==> config.mk <==
export PLATFORM = sky130hd
export DESIGN_NAME = dp_controller
export DESIGN_NICKNAME = d
export VERILOG_FILES = /design/src/rtl/dp_ctrl_pkg.sv /design/src/rtl/dp_timeout_cnt.sv /design/src/rtl/dp_controller.sv
export SDC_FILE = /design/constraint.sdc
export NUM_CORES = 1
export LEC_CHECK = 0
export ABC_AREA = 1
export BUFFER_PORTS_ARGS = -buffer_cell sky130_fd_sc_hd__buf_2
export CORE_MARGIN = 8
export CORE_UTILIZATION = 51
export CTS_BUF_LIST = sky130_fd_sc_hd__clkbuf_2
export DETAILED_ROUTE_END_ITERATION = 6
export PLACE_DENSITY = 0.88
export SLEW_MARGIN = 10
export SYNTH_ARGS = -nofsm -noshare
export SYNTH_HDL_FRONTEND = slang
export SYNTH_SLANG_ARGS = --single-unit
export TNS_END_PERCENT = 100
==> constraint.sdc <==
create_clock -name clk -period 1.5 [get_ports clk]
set_clock_uncertainty 0.2 [all_clocks]
set_input_delay 0.075 -clock clk [delete_from_list [all_inputs] [get_ports clk]]
set_output_delay 0.075 -clock clk [all_outputs]
set_load 0.03 [all_outputs]
==> src/rtl/dp_ctrl_pkg.sv <==
// Shared definitions for the operand-packing datapath controller:
// state encoding, default timeout and datapath widths.
package dp_ctrl_pkg;

   typedef enum logic [2:0] {
      IDLE   = 3'd0,
      CLEAR  = 3'd1,
      LOAD   = 3'd2,
      WAIT   = 3'd3,
      RESULT = 3'd4,
      ERR    = 3'd5
   } state_t;

   localparam int unsigned DEF_TIMEOUT = 15;
   localparam int unsigned OPD_W       = 4;
   localparam int unsigned RES_W       = 8;

endpackage

==> src/rtl/dp_timeout_cnt.sv <==
// Cycle counter for the WAIT state; expired flags the last permitted cycle.
module dp_timeout_cnt
   import dp_ctrl_pkg::*;
#(
   parameter int unsigned TIMEOUT = DEF_TIMEOUT,
   parameter int unsigned TO_W    = 4
) (
   input  logic            clk,
   input  logic            clr_n,
   input  logic            clear,
   input  logic            inc,
   output logic [TO_W-1:0] count,
   output logic            expired
);

   always_ff @(posedge clk or negedge clr_n) begin
      if (!clr_n)
         count <= '0;
      else if (clear)
         count <= '0;
      else if (inc)
         count <= count + TO_W'(1);
   end

   assign expired = (count == TO_W'(TIMEOUT - 1));

endmodule

==> src/rtl/dp_controller.sv <==
// Host-facing sequencer for the operand-packing datapath: accept operands,
// pulse clear then load, wait for done (with timeout), present the result.
module dp_controller
   import dp_ctrl_pkg::*;
#(
   parameter int unsigned TIMEOUT = DEF_TIMEOUT,
   parameter int unsigned TO_W    = 4,
   parameter int unsigned CNT_W   = 8
) (
   input  logic             clk,
   input  logic             clr_n,
   input  logic             start,
   input  logic [3:0]       a_in,
   input  logic [3:0]       b_in,
   output logic             ready,
   output logic [7:0]       result,
   output logic             result_valid,
   input  logic             result_ack,
   output logic             timeout_err,
   output logic [CNT_W-1:0] op_count,
   output logic             dp_clr,
   output logic             dp_en,
   output logic [3:0]       dp_a,
   output logic [3:0]       dp_b,
   input  logic             dp_done,
   input  logic [7:0]       dp_out
);

   state_t            state;
   logic [TO_W-1:0]   to_count;
   logic              to_expired;

   // LOAD is the only predecessor of WAIT, so clearing there restarts the count on every entry.
   dp_timeout_cnt #(
      .TIMEOUT (TIMEOUT),
      .TO_W    (TO_W)
   ) u_timeout (
      .clk     (clk),
      .clr_n   (clr_n),
      .clear   (state == LOAD),
      .inc     (state == WAIT),
      .count   (to_count),
      .expired (to_expired)
   );

   always_ff @(posedge clk or negedge clr_n) begin
      if (!clr_n) begin
         state       <= IDLE;
         result      <= '0;
         op_count    <= '0;
         dp_a        <= '0;
         dp_b        <= '0;
         timeout_err <= 1'b0;
      end else begin
         case (state)
            IDLE: if (start) begin
               dp_a        <= a_in;
               dp_b        <= b_in;
               timeout_err <= 1'b0;
               state       <= CLEAR;
            end
            CLEAR: state <= LOAD;
            LOAD:  state <= WAIT;
            // done wins over expiry on the final permitted cycle
            WAIT: if (dp_done) begin
               result   <= dp_out;
               op_count <= op_count + CNT_W'(1);
               state    <= RESULT;
            end else if (to_expired) begin
               state <= ERR;
            end
            RESULT: if (result_ack) state <= IDLE;
            ERR: begin
               timeout_err <= 1'b1;
               state       <= IDLE;
            end
            default: state <= IDLE;
         endcase
      end
   end

   assign ready        = (state == IDLE);
   assign dp_clr       = (state == CLEAR);
   assign dp_en        = (state == LOAD);
   assign result_valid = (state == RESULT);

   a_wait_bound: assert property (@(posedge clk) disable iff (!clr_n)
      (state == WAIT) |-> (to_count <= TO_W'(TIMEOUT - 1)));

endmodule

Word level (Yosys, flattened, before mapping)

Cells that the tools add are included.

Reduce and logical (&&, ||, !) cells: 7
Add/sub/neg operators: 2
Mux-type cells: 9
Eq/ne operators: 9

Operators with widths:

| cell                                                                    | count |
|---|---|
| 3-bit case mux with 5 select lines                                      | 1 |
| 3-bit two-way mux                                                       | 4 |
| 8-bit by 1-bit adder with 8-bit output, second input constant           | 1 |
| 4-bit two-way mux                                                       | 2 |
| 3-bit by 2-bit equality test with 1-bit output, second input constant   | 2 |
| 3-bit equality test, second input constant                              | 2 |
| 2-bit AND reduction                                                     | 3 |
| 4-bit by 1-bit adder with 4-bit output, second input constant           | 1 |
| 4-bit equality test, second input constant                              | 1 |
| 2-bit nonzero test                                                      | 2 |
| 3-bit by 1-bit equality test with 1-bit output, second input constant   | 1 |
| 3-bit zero test                                                         | 1 |
| 3-bit inequality test, second input constant                            | 1 |
| 3-bit AND reduction                                                     | 1 |
| 2-bit by 1-bit inequality test with 1-bit output, second input constant | 1 |
| 2-bit inequality test, second input constant                            | 1 |
| 1-bit case mux with 2 select lines                                      | 1 |
| 1-bit two-way mux                                                       | 1 |

Register bits after elaboration: 32
Input bits: 21
Output and inout bits: 29

Logic depth before layout (Yosys ltp)

Gate-level depths: netlist of the first run.

Word-level depth: 4
Gate-level depth with buffers: 7
Mapped depth without buffers: 7

Cells and area by module

Synthesis of the first run repeated with hierarchy kept, for this count alone.

Cells, all modules: 182
Area total of the unflattened synthesis: 1541.5 µm²

Modules (own cells, without submodules):

| module         | times used | cells each | area an instance (µm²) |
|---|---|---|---|
| dp_controller  | 1          | 157        | 1316.3 |
| dp_timeout_cnt | 1          | 25         | 225.2 |

Worst setup path after synthesis of the first run

OpenSTA, ideal clock, no wires.

Path type: reg-to-reg
Start point: reg state[2]
End point: reg u_timeout.count[2]
Library setup time: 123 ps
Stages on the path, launching flop included: 7
Arrival: 1309 ps
Slack: -132 ps
Path buffers: 0
Path through: dfrtp_1 -> inv_2 -> nand2_2 -> nor2_1 -> inv_2 -> nand2_1 -> o21ai_1

Cells in the longest elaborated chain, start to end: 2
Elaborated cells on any way between the ends: 4
Classes of those cells: eq/ne: 2; mux: 1; reduce/logical: 1

Ends and longest elaborated chain:

| what                                                           | line                 | text |
|---|---|---|
| start, declared                                                | dp_controller.sv:29  | `state_t state;` |
| start signal, assigned                                         | dp_controller.sv:48  | `state <= IDLE;` |
| start signal, assigned                                         | dp_controller.sv:60  | `state <= CLEAR;` |
| start signal, assigned                                         | dp_controller.sv:62  | `CLEAR: state <= LOAD;` |
| 3-bit by 2-bit equality test with 1-bit output *               | n/a                  |  |
| named net dp_en                                                | dp_controller.sv:22  | `output logic dp_en,` |
| 4-bit two-way mux / 2-bit nonzero test (equally long branches) | n/a                  |  |
| end signal, assigned                                           | dp_timeout_cnt.sv:22 | `count <= count + TO_W'(1);` |
| end, declared                                                  | dp_timeout_cnt.sv:12 | `output logic [TO_W-1:0] count,` |

The timed path passes the listed nets; every way through them passes the cells marked *.
A chain may end at the register's enable or synchronous reset.

Final worst setup path of the first run

Start point: reg state[2]
End point: out result_valid

Cells in the longest elaborated chain, start to end: 1

Ends and longest elaborated chain:

| what                | line                | text |
|---|---|---|
| 3-bit equality test | dp_controller.sv:85 | `assign result_valid = (state == RESULT);` |
| end, declared       | dp_controller.sv:17 | `output logic result_valid,` |

Every way passes these cells.

==> out/qor.csv, run 1 <==
metric;value;unit
outcome;finished, violations left;
violations;negative setup slack;
synth_top_area_share;54.0;%
yosysTopAreaCell;dfrtp_1;
cpMaxStageDelayCell;dfrtp_2;
die_w;69.9;microns
post-place-ws;0.104;ns
die_area;4890;sq um
start_util;53.8;%
overflow;0;
required;1.22;ns
max-slew-margin-rel;72.8;%
critPathCaptureType;output port;
root_buffer;clkbuf_2;
post_drt_wl_per_cell;16.1;microns
drt_iter0_markers;141;
holdCritPathClass;primary input to async pin;
leakage;1.22;nW
num_rows;19;
drv_cap;0;
yosysWarnings;0;
vias;1574;
setup_viol;28;
yosysUniqueCellTypes;21;
fin_nets;297;
place_inst;262;
hpwl;2460;microns
port_buffers;49;
path_cells;inv_4 -> nor3_2 -> buf_4;
peakVddDrop;1860;uV
slowest_delay;0.45;ns
grt_pass1_vias;1576;
grt_max_degree;33;
cts_tree;done;
maxSlewViolCount;0;
avgSynthCellArea;8.19;sq um
crit_fanout;5;
timing.fmax;621;MHz
p_total;4.69;mW
layout-drive-gt1-share;38.8;%
setup_ws;-0.110;ns
cts_buffers;5;
power_density;2090;nW/um^2
antenna_found_initial;0;
final_cells;304;
ys_ff_latch;32;
cpLargestDelayFamily;flip-flops;
arrival;1.34;ns
routabilityCongestion;0.804;
drc;0;
multiInputGateArea;687;sq um
synthesis.nets;205;
synth.cell_area;1480;sq um
place_area;1780;sq um
period_share;107;%
drt-pass1-iter-count;4;
grt_setup_unrepaired;yes;
reg2reg_setup_slack;-0.08;ns
final.setup.tns;-1.50;ns
syn_inst;181;
yosysSeqAreaShare;54.0;%
crit_buf_inv;2;
synth_area_leaders;dfrtp_1 54%, nand2_1 22%, nand3_1 3.0%, nor2_1 3.0%, inv_1 2.8%;
hold_violations;0;
clock-sinks;32;
clk_pin_slew_worst_paths;0.18;ns
worstMarginPinSlew;0.409;ns
ant_nets;0;
htree_levels;2;
core_area;2760;sq um
register_area;805;sq um
min_period;1.61;ns
io_pins;50;
antenna_cells;0;
syn_to_final_growth;51.5;%
crit_type;flop to output port;
routed_wl;4880;microns
fp.dieH;69.9;microns
clock_latency;0.38;ns
fillers;150;
clock_path_buffers;2;
grt_usage;18.1;%
final_cell_area;2250;sq um
grt_pass1_wl;7290;microns
viasPerCell;5.18;
worstSetupStartpointType;flop;
-- repair_timing --
| action | CTS | global route |
|---|---|---|
| pin swaps | 5 | 15 |
| hold buffers | 20 | 0 |
| buffers inserted | 10 | 3 |
| resized for setup | 22 | 22 |
| endpoints found under the hold margin | 59 | 0 |
| gates cloned | 0 | 2 |
| endpoints found under the setup margin | 4 | 28 |
-- stage by stage --
stage / hold WS, ns / utilization (%)
6_report: 0.0848 / 81.4
3_3_place_gp: -0.0898 / 64.4
5_1_grt: 0.116 / 81.4
3_5_place_dp: -0.0809 / 64.4
4_1_cts: 0.0556 / 77.9
2_1_floorplan: -0.421 / -
-- metal layers --
| metal | track usage, % | vias to the layer above | share of wire (%) |
|---|---|---|---|
| met1 | 18.7 | 741 | 37 |
| met5 | 0 | - | 0 |
| li1 | - | 740 | - |
| met3 | 6.07 | 11 | 7.1 |
| met4 | 8.93 | 0 | 2.4 |
| met2 | 32.0 | 82 | 54 |
-- worst register-to-register path: stages (launching register included) --
cell and delay (ns):
dfrtp_2 0.50, buf_4 0.15, nand2_2 0.07, nor2_4 0.15
nand2_4 0.12, nor2_1 0.13, nand2_1 0.08, nand2_1 0.09
-- kinds of logic after synthesis --
logic type / after synthesis / share of synthesized area [%]
AND/OR/NAND/NOR: 117 / 33.4
XOR/XNOR: 4 / 2.36
adder cells (fa/ha/maj): 3 / 2.53
AO/OA/AOI/OAI: 8 / 2.70
buffers and inverters: 17 / 4.98
flip-flops: 32 / 54.0
-- cell type report --
class	count	area share, %
clock buffer	6	1.34
sequential	32	35.8
inverter	15	3.06
multi-input combinational	133	30.6
timing repair buffer	85	27.0
timing repair inverter	1	0.279
clock inverter	1	0.223
tap	31	1.73
-- synthesized netlist by cell type --
cell,n
xor2_1,2
buf_6,1
inv_1,11
nand2_4,1
dfrtp_1,32
nor2_4,2
nand3b_1,3
xnor2_1,2
nor2_1,12
nor3b_1,1
inv_2,3
nand3_1,9
nand2_1,85
a21oi_1,2
o21ai_1,4
buf_2,1
ha_1,3
o21ai_0,2
clkinv_2,1
nand2_2,2
nor3_1,2
-- placed cells by master (no fill, tap or decap) --
cell,instances
nand2_1,71
buf_2,45
dfrtp_1,29
dlygate4sd3_1,20
nand2_2,15
buf_4,13
inv_1,9
nand3_1,9
nor2_1,9
clkbuf_2,6
buf_6,6
nor2_4,5
o21ai_1,4
inv_2,3
inv_4,3
nand2_4,3
nand3b_1,3
ha_1,3
dfrtp_2,3
xor2_1,2
a21oi_1,2
o21ai_0,2
xnor2_1,2
nor3_2,1
inv_8,1
nor3b_1,1
nor3_1,1
clkinv_2,1
buf_8,1
-- sequential cells by signal, summed over array words and instances (netlist names) --
name             count
result               8
op_count             8
dp_a                 4
timeout_err          1
u_timeout.count      4
state                3
dp_b                 4
-- power by group --
part	internal, mW	switching (mW)	total, mW
registers	1.22	0.340	1.56
clock network	0.111	0.286	0.397
logic	1.02	1.71	2.73
-- final timing paths --
kind | start | to | cells after the start
worst max-delay path | state[2]$_DFFE_PN0P_ | result_valid | 3
worst min-delay path | clr_n | dp_b[2]$_DFFE_PN0P_ | 3
worst max register to register | state[0]$_DFFE_PN0P_ | op_count[4]$_DFFE_PN0P_ | 7
worst min register to register | result[1]$_DFFE_PN0P_ | result[1]$_DFFE_PN0P_ | 2
max in group asynchronous | clr_n | op_count[7]$_DFFE_PN0P_ | 3
min in group clk | dp_out[1] | result[1]$_DFFE_PN0P_ | 4
(Power assumes the default switching activity.)
==> run 2: changes to the inputs <==
Settings changed: CORE_UTILIZATION 51 to 55, PLACE_DENSITY 0.88 to 0.93.
Clock period 1.5 ns to 2 ns, I/O delays scaled along.
==> out/qor.csv, run 2 (synthesis results as in run 1) <==
metric;value;unit;change
fillers;166;;+11%
grt_usage;20.3;%;+2.2 points
final_common_cell;nand2_1;;
largestRegisters;op_count x8, result x8;;
hpwl;2520;microns;+2.6%
htree_levels;2;;unchanged
crit_buf_inv;1;;-1
r2r_cells;6;;-1
die_area;4610;sq um;-5.6%
grt_max_degree;33;;unchanged
period_share;98.9;%;
io_pins;50;;unchanged
rr_endpoint;dp_a[1]$_DFFE_PN0P_;;
power_density;1490;nW/um^2;-28%
cpMaxStageDelayCell;dlygate4sd3_1;;
drt-pass1-iter-count;5;;+1
antenna_cells;0;;unchanged
grt_pass1_vias;1543;;-2.1%
vias;1593;;+1.2%
timing.fmax;506;MHz;
layout-drive-gt1-share;27.6;%;-11 points
required;2.12;ns;+0.90 ns
worstMarginPinSlew;0.694;ns;+0.286 ns
p_total;3.15;mW;-33%
hold_ws;0.0506;ns;-0.0342 ns
path_cells;nor2_2 -> nand2_2 -> nor2_2 -> nand2_1 -> dlygate4sd3_1 -> nand2_1;;
port_buffers;49;;unchanged
place_inst;259;;-1.1%
leakage;1.14;nW;-6.5%
fp.dieH;67.9;microns;-2.9%
setup_ws;0.0220;ns;+0.132 ns
cts_buffers;5;;unchanged
drv_cap;0;;unchanged
crit_type;flop to flop;;
setup_viol;0;;-100%
holdCritPathClass;primary input to flop;;
drc;0;;unchanged
critPathCaptureType;flop;;
worstSetupStartpointType;flop;;
final_util;79.1;%;-2.4 points
clock-sinks;32;;unchanged
post_drt_wl_per_cell;16.3;microns;+1.3%
min_period;1.98;ns;
layout_common_cells;84 x nand2_1, 49 x buf_2, 30 x dfrtp_1;;
clock_path_buffers;2;;unchanged
drt_iter0_markers;139;;-1.4%
peakVddDrop;1180;uV;-37%
max-slew-margin-rel;53.7;%;-19 points
syn_to_final_growth;42.0;%;
arrival;2.10;ns;+0.76 ns
crit_fanout;5;;unchanged
hold_start;start;;
overflow;0;;unchanged
hold_violations;0;;unchanged
post-place-ws;0.466;ns;+0.362 ns
reg2reg_setup_slack;0.02;ns;+0.10 ns
worstHoldEndpoint;state[0]$_DFFE_PN0P_;;
routabilityCongestion;0.809;;+0.52%
maxSlewViolCount;0;;unchanged
ant_nets;0;;unchanged
worst_hold_path.num_cells;5;;
fin_nets;291;;-2.0%
antenna_found_initial;0;;unchanged
crit_start;state[1]$_DFFE_PN0P_;;
root_buffer;clkbuf_2;;
clk_pin_slew_worst_paths;0.18;ns;about the same
viasPerCell;5.33;;+2.9%
clock_latency;0.37;ns;about the same
outcome;complete, no violations;;
final_cells;299;;-1.6%
r2r_start;state[1]$_DFFE_PN0P_;;
routed_wl;4860;microns;-0.41%
num_rows;19;;unchanged
start_util;55.7;%;+1.9 points
core_area;2660;sq um;-3.4%
cts_tree;done;;
die_w;67.9;microns;-2.9%
cpLargestDelayFamily;simple AND/OR/NAND/NOR gates;;
slowest_delay;0.56;ns;+0.11 ns
grt_pass1_wl;7110;microns;-2.5%
run 2: cell types whose count changed in the layout (fill, tap and decap cells not counted), moves of 3 or more:
cell           delta
dlygate4sd3_1     +8
buf_6             -6
buf_4            -10
inv_4             -3
nand2_2          -12
buf_2             +4
nor2_4            -3
nand2_1          +13
run 2: timing repair:
| item | in CTS | in global routing |
|---|---|---|
| hold endpoints to repair | 57 | 0 |
| endpoints found under the setup margin | 0 | 9 |
| hold buffers | 28 | 0 |
| buffers inserted | 0 | 3 |
| resized for setup | 0 | 5 |
run 2: report_power, final:
part / switching (mW) / internal, mW
sequential: 0.253 / 0.910
combinational: 1.13 / 0.531
clock: 0.224 / 0.0938
total: 1.61 / 1.53
run 2: worst max-delay path by stage:
stage                                           endpoint  slack (ns)  depth (start not counted)
after floorplan           u_timeout.count[2]$_DFFE_PN0P_        0.37                          6
after global placement           op_count[5]$_DFFE_PN0P_        0.52                          6
after detailed placement         timeout_err$_DFFE_PN0P_        0.47                          6
after CTS                            dp_a[0]$_DFFE_PN0P_        0.04                          6
after global routing                 dp_a[1]$_DFFE_PN0P_       -0.05                          6
final                                dp_a[1]$_DFFE_PN0P_        0.02                          6
run 2: layout make-up:
type / instances / area (sq um) / area share [%]
clock buffers: 7 / 35.0 / 1.66
flip-flops and latches: 32 / 803 / 38.1
well taps: 31 / 38.8 / 1.84
multi-input cells: 133 / 619 / 29.4
inverters: 15 / 57.6 / 2.73
clock inverters: 1 / 3.75 / 0.178
repair buffers: 80 / 548 / 26.0
run 2: worst min-delay path: cells and delay by family:
family / cells / cell delay, ns
buf+inv: 2 / 0.17
simple gates: 2 / 0.16
compound gates: 1 / 0.16
run 2: through the flow:
stage	setup TNS (ns)	cell area, sq um
floorplan	0	1480
global placement	0	1750
detailed placement	0	1750
CTS	0	2070
global route	-0.151	2110
finish	0	2110
run 2: routing by layer:
layer  GRT usage, %  wire length, microns  vias to the layer above
li1               -                     -                      726
met1           23.3                  1850                      752
met2           35.6                  2470                       92
met3           5.40                   347                       23
met4           7.16                   199                        0
met5              0                     0                        -
==> run 3: changes to the inputs <==
Settings changed: CORE_UTILIZATION 55 to 46, PLACE_DENSITY 0.93 to 0.84.
Clock period 2 ns to 1.7 ns, I/O delays scaled along.
==> out/qor.csv, run 3 (synthesis results as in run 1) <==
metric;value;unit;change
required;1.41;ns;-0.71 ns
final_cell_area;2120;sq um;+0.89%
root_buffer;clkbuf_2;;
wl_met1;1570;microns;-15%
slowest_delay;0.48;ns;-0.08 ns
grt_pass1_wl;6580;microns;-7.5%
clock_latency;0.37;ns;about the same
r2r_start;state[0]$_DFFE_PN0P_;;
clock_path_buffers;2;;unchanged
min_period;1.66;ns;
cpMostUsedCell;buf_4;;
highest_layer;met4;;
cts_tree;done;;
largestRegisters;op_count x8, result x8;;
hold_violations;0;;unchanged
ant_nets;0;;unchanged
path_cells;buf_4 -> nor3_2 -> buf_4;;
routed_wl;4000;microns;-18%
place_inst;273;;+5.4%
setup_viol;0;;unchanged
clk_pin_slew_worst_paths;0.17;ns;about the same
timing.fmax;604;MHz;
overflow;0;;unchanged
period_share;97.4;%;
final_util;69.6;%;-9.5 points
port_buffers;49;;unchanged
final_cells;306;;+2.3%
worstSetupStartpointType;flop;;
critPathCaptureType;output port;;
holdCritPathClass;primary input to async pin;;
layout-drive-gt1-share;29.8;%;+2.2 points
clock-sinks;32;;unchanged
antenna_found_initial;0;;unchanged
arrival;1.37;ns;-0.73 ns
crit_type;flop to output port;;
core_area;3050;sq um;+15%
routabilityCongestion;0.766;;-5.3%
die_area;5300;sq um;+15%
grt_max_degree;33;;unchanged
start_util;48.6;%;-7.1 points
cpMaxStageDelayCell;dfrtp_2;;
fp.dieH;72.8;microns;+7.1%
antenna_cells;0;;unchanged
drv_cap;0;;unchanged
grt_pass1_vias;1505;;-2.5%
place_area;1770;sq um;+1.4%
peakVddDrop;837;uV;-29%
viasPerCell;4.69;;-12%
grt_usage;15.9;%;-4.5 points
vias;1435;;-9.9%
fillers;249;;+50%
leakage;1.16;nW;+1.0%
p_total;3.81;mW;+21%
drc;0;;unchanged
final_common_cell;nand2_1;;
wl_met2;2100;microns;-15%
crit_start;state[1]$_DFFE_PN0P_;;
post_drt_wl_per_cell;13.1;microns;-20%
io_pins;50;;unchanged
num_rows;20;;+1
drt-pass1-iter-count;4;;-1
wl_met3;207;microns;-40%
cts_buffers;5;;unchanged
fin_nets;285;;-2.1%
hpwl;2520;microns;-0.16%
power_density;1790;nW/um^2;+20%
drt_iter0_markers;83;;-40%
die_w;72.8;microns;+7.1%
htree_levels;2;;unchanged
max-slew-margin-rel;53.5;%;-0.17 points
layout_common_cells;84 x nand2_1, 45 x buf_2, 29 x dfrtp_1;;
maxSlewViolCount;0;;unchanged
outcome;complete, no violations;;
worstMarginPinSlew;0.697;ns;+0.00258 ns
crit_fanout;4;;-1
syn_to_final_growth;43.3;%;
[run 3: cell count changes in the layout (fill, tap and decap cells not counted), sizes merged]
cell / delta
buf: +3
bufinv: +1
clkbuf: -2
dlygate4sd3: -8
inv: +1
nor2: -1
[run 3: critical path: cells and delay by family (launching register included)]
kind	cells	cell delay, ns
simple gates	1	0.18
flops	1	0.48
buf+inv	2	0.34
[run 3: final timing paths]
check	endpoint	slack, ns	cells after the start
max	result_valid	0.04	3
max in group asynchronous	state[1]$_DFFE_PN0P_	0.75	2
min in group clk	dp_a[2]$_DFFE_PN0P_	0.24	4
min	state[2]$_DFFE_PN0P_	0.07	2
max reg2reg	op_count[5]$_DFFE_PN0P_	0.10	8
min reg2reg	dp_a[2]$_DFFE_PN0P_	0.29	2
[run 3: metrics by stage]
step / setup TNS [ns] / hold WS (ns) / setup slack, ns
after floorplan: 0 / -0.411 / 0.0679
after global placement: 0 / -0.0220 / 0.266
after detailed placement: 0 / -0.0315 / 0.216
after CTS: 0 / 0.0725 / 0.00460
after global routing: -0.0212 / 0.116 / -0.0142
final: 0 / 0.0675 / 0.0437
[run 3: what timing repair did]
action | in CTS | in global routing
buffers inserted | 4 | 1
pin swaps | 0 | 0
hold endpoints to repair | 58 | 0
hold buffers | 20 | 0
endpoints found under the setup margin | 2 | 6
cloned | 0 | 0
resized for setup | 5 | 14
[run 3: layer usage]
| layer | GRT usage (%) | vias to the layer above |
|---|---|---|
| met5 | 0 | - |
| met4 | 7.11 | 0 |
| met3 | 5.22 | 12 |
| met2 | 27.8 | 44 |
| met1 | 16.8 | 661 |
| li1 | - | 718 |
[run 3: layout make-up]
| cell class | instances | area, sq um | area share (%) |
|---|---|---|---|
| clock buffer | 5 | 25.0 | 1.18 |
| clock inverter | 3 | 37.5 | 1.77 |
| inverter | 15 | 63.8 | 3.00 |
| multi-input combinational | 132 | 638 | 30.0 |
| sequential | 32 | 805 | 37.9 |
| tap | 44 | 55.1 | 2.59 |
| timing repair buffer | 75 | 500 | 23.6 |
[run 3: power breakdown]
group	total (mW)	internal, mW	switching, mW
clock	0.495	0.240	0.255
combinational	1.98	0.664	1.32
sequential	1.33	1.07	0.261
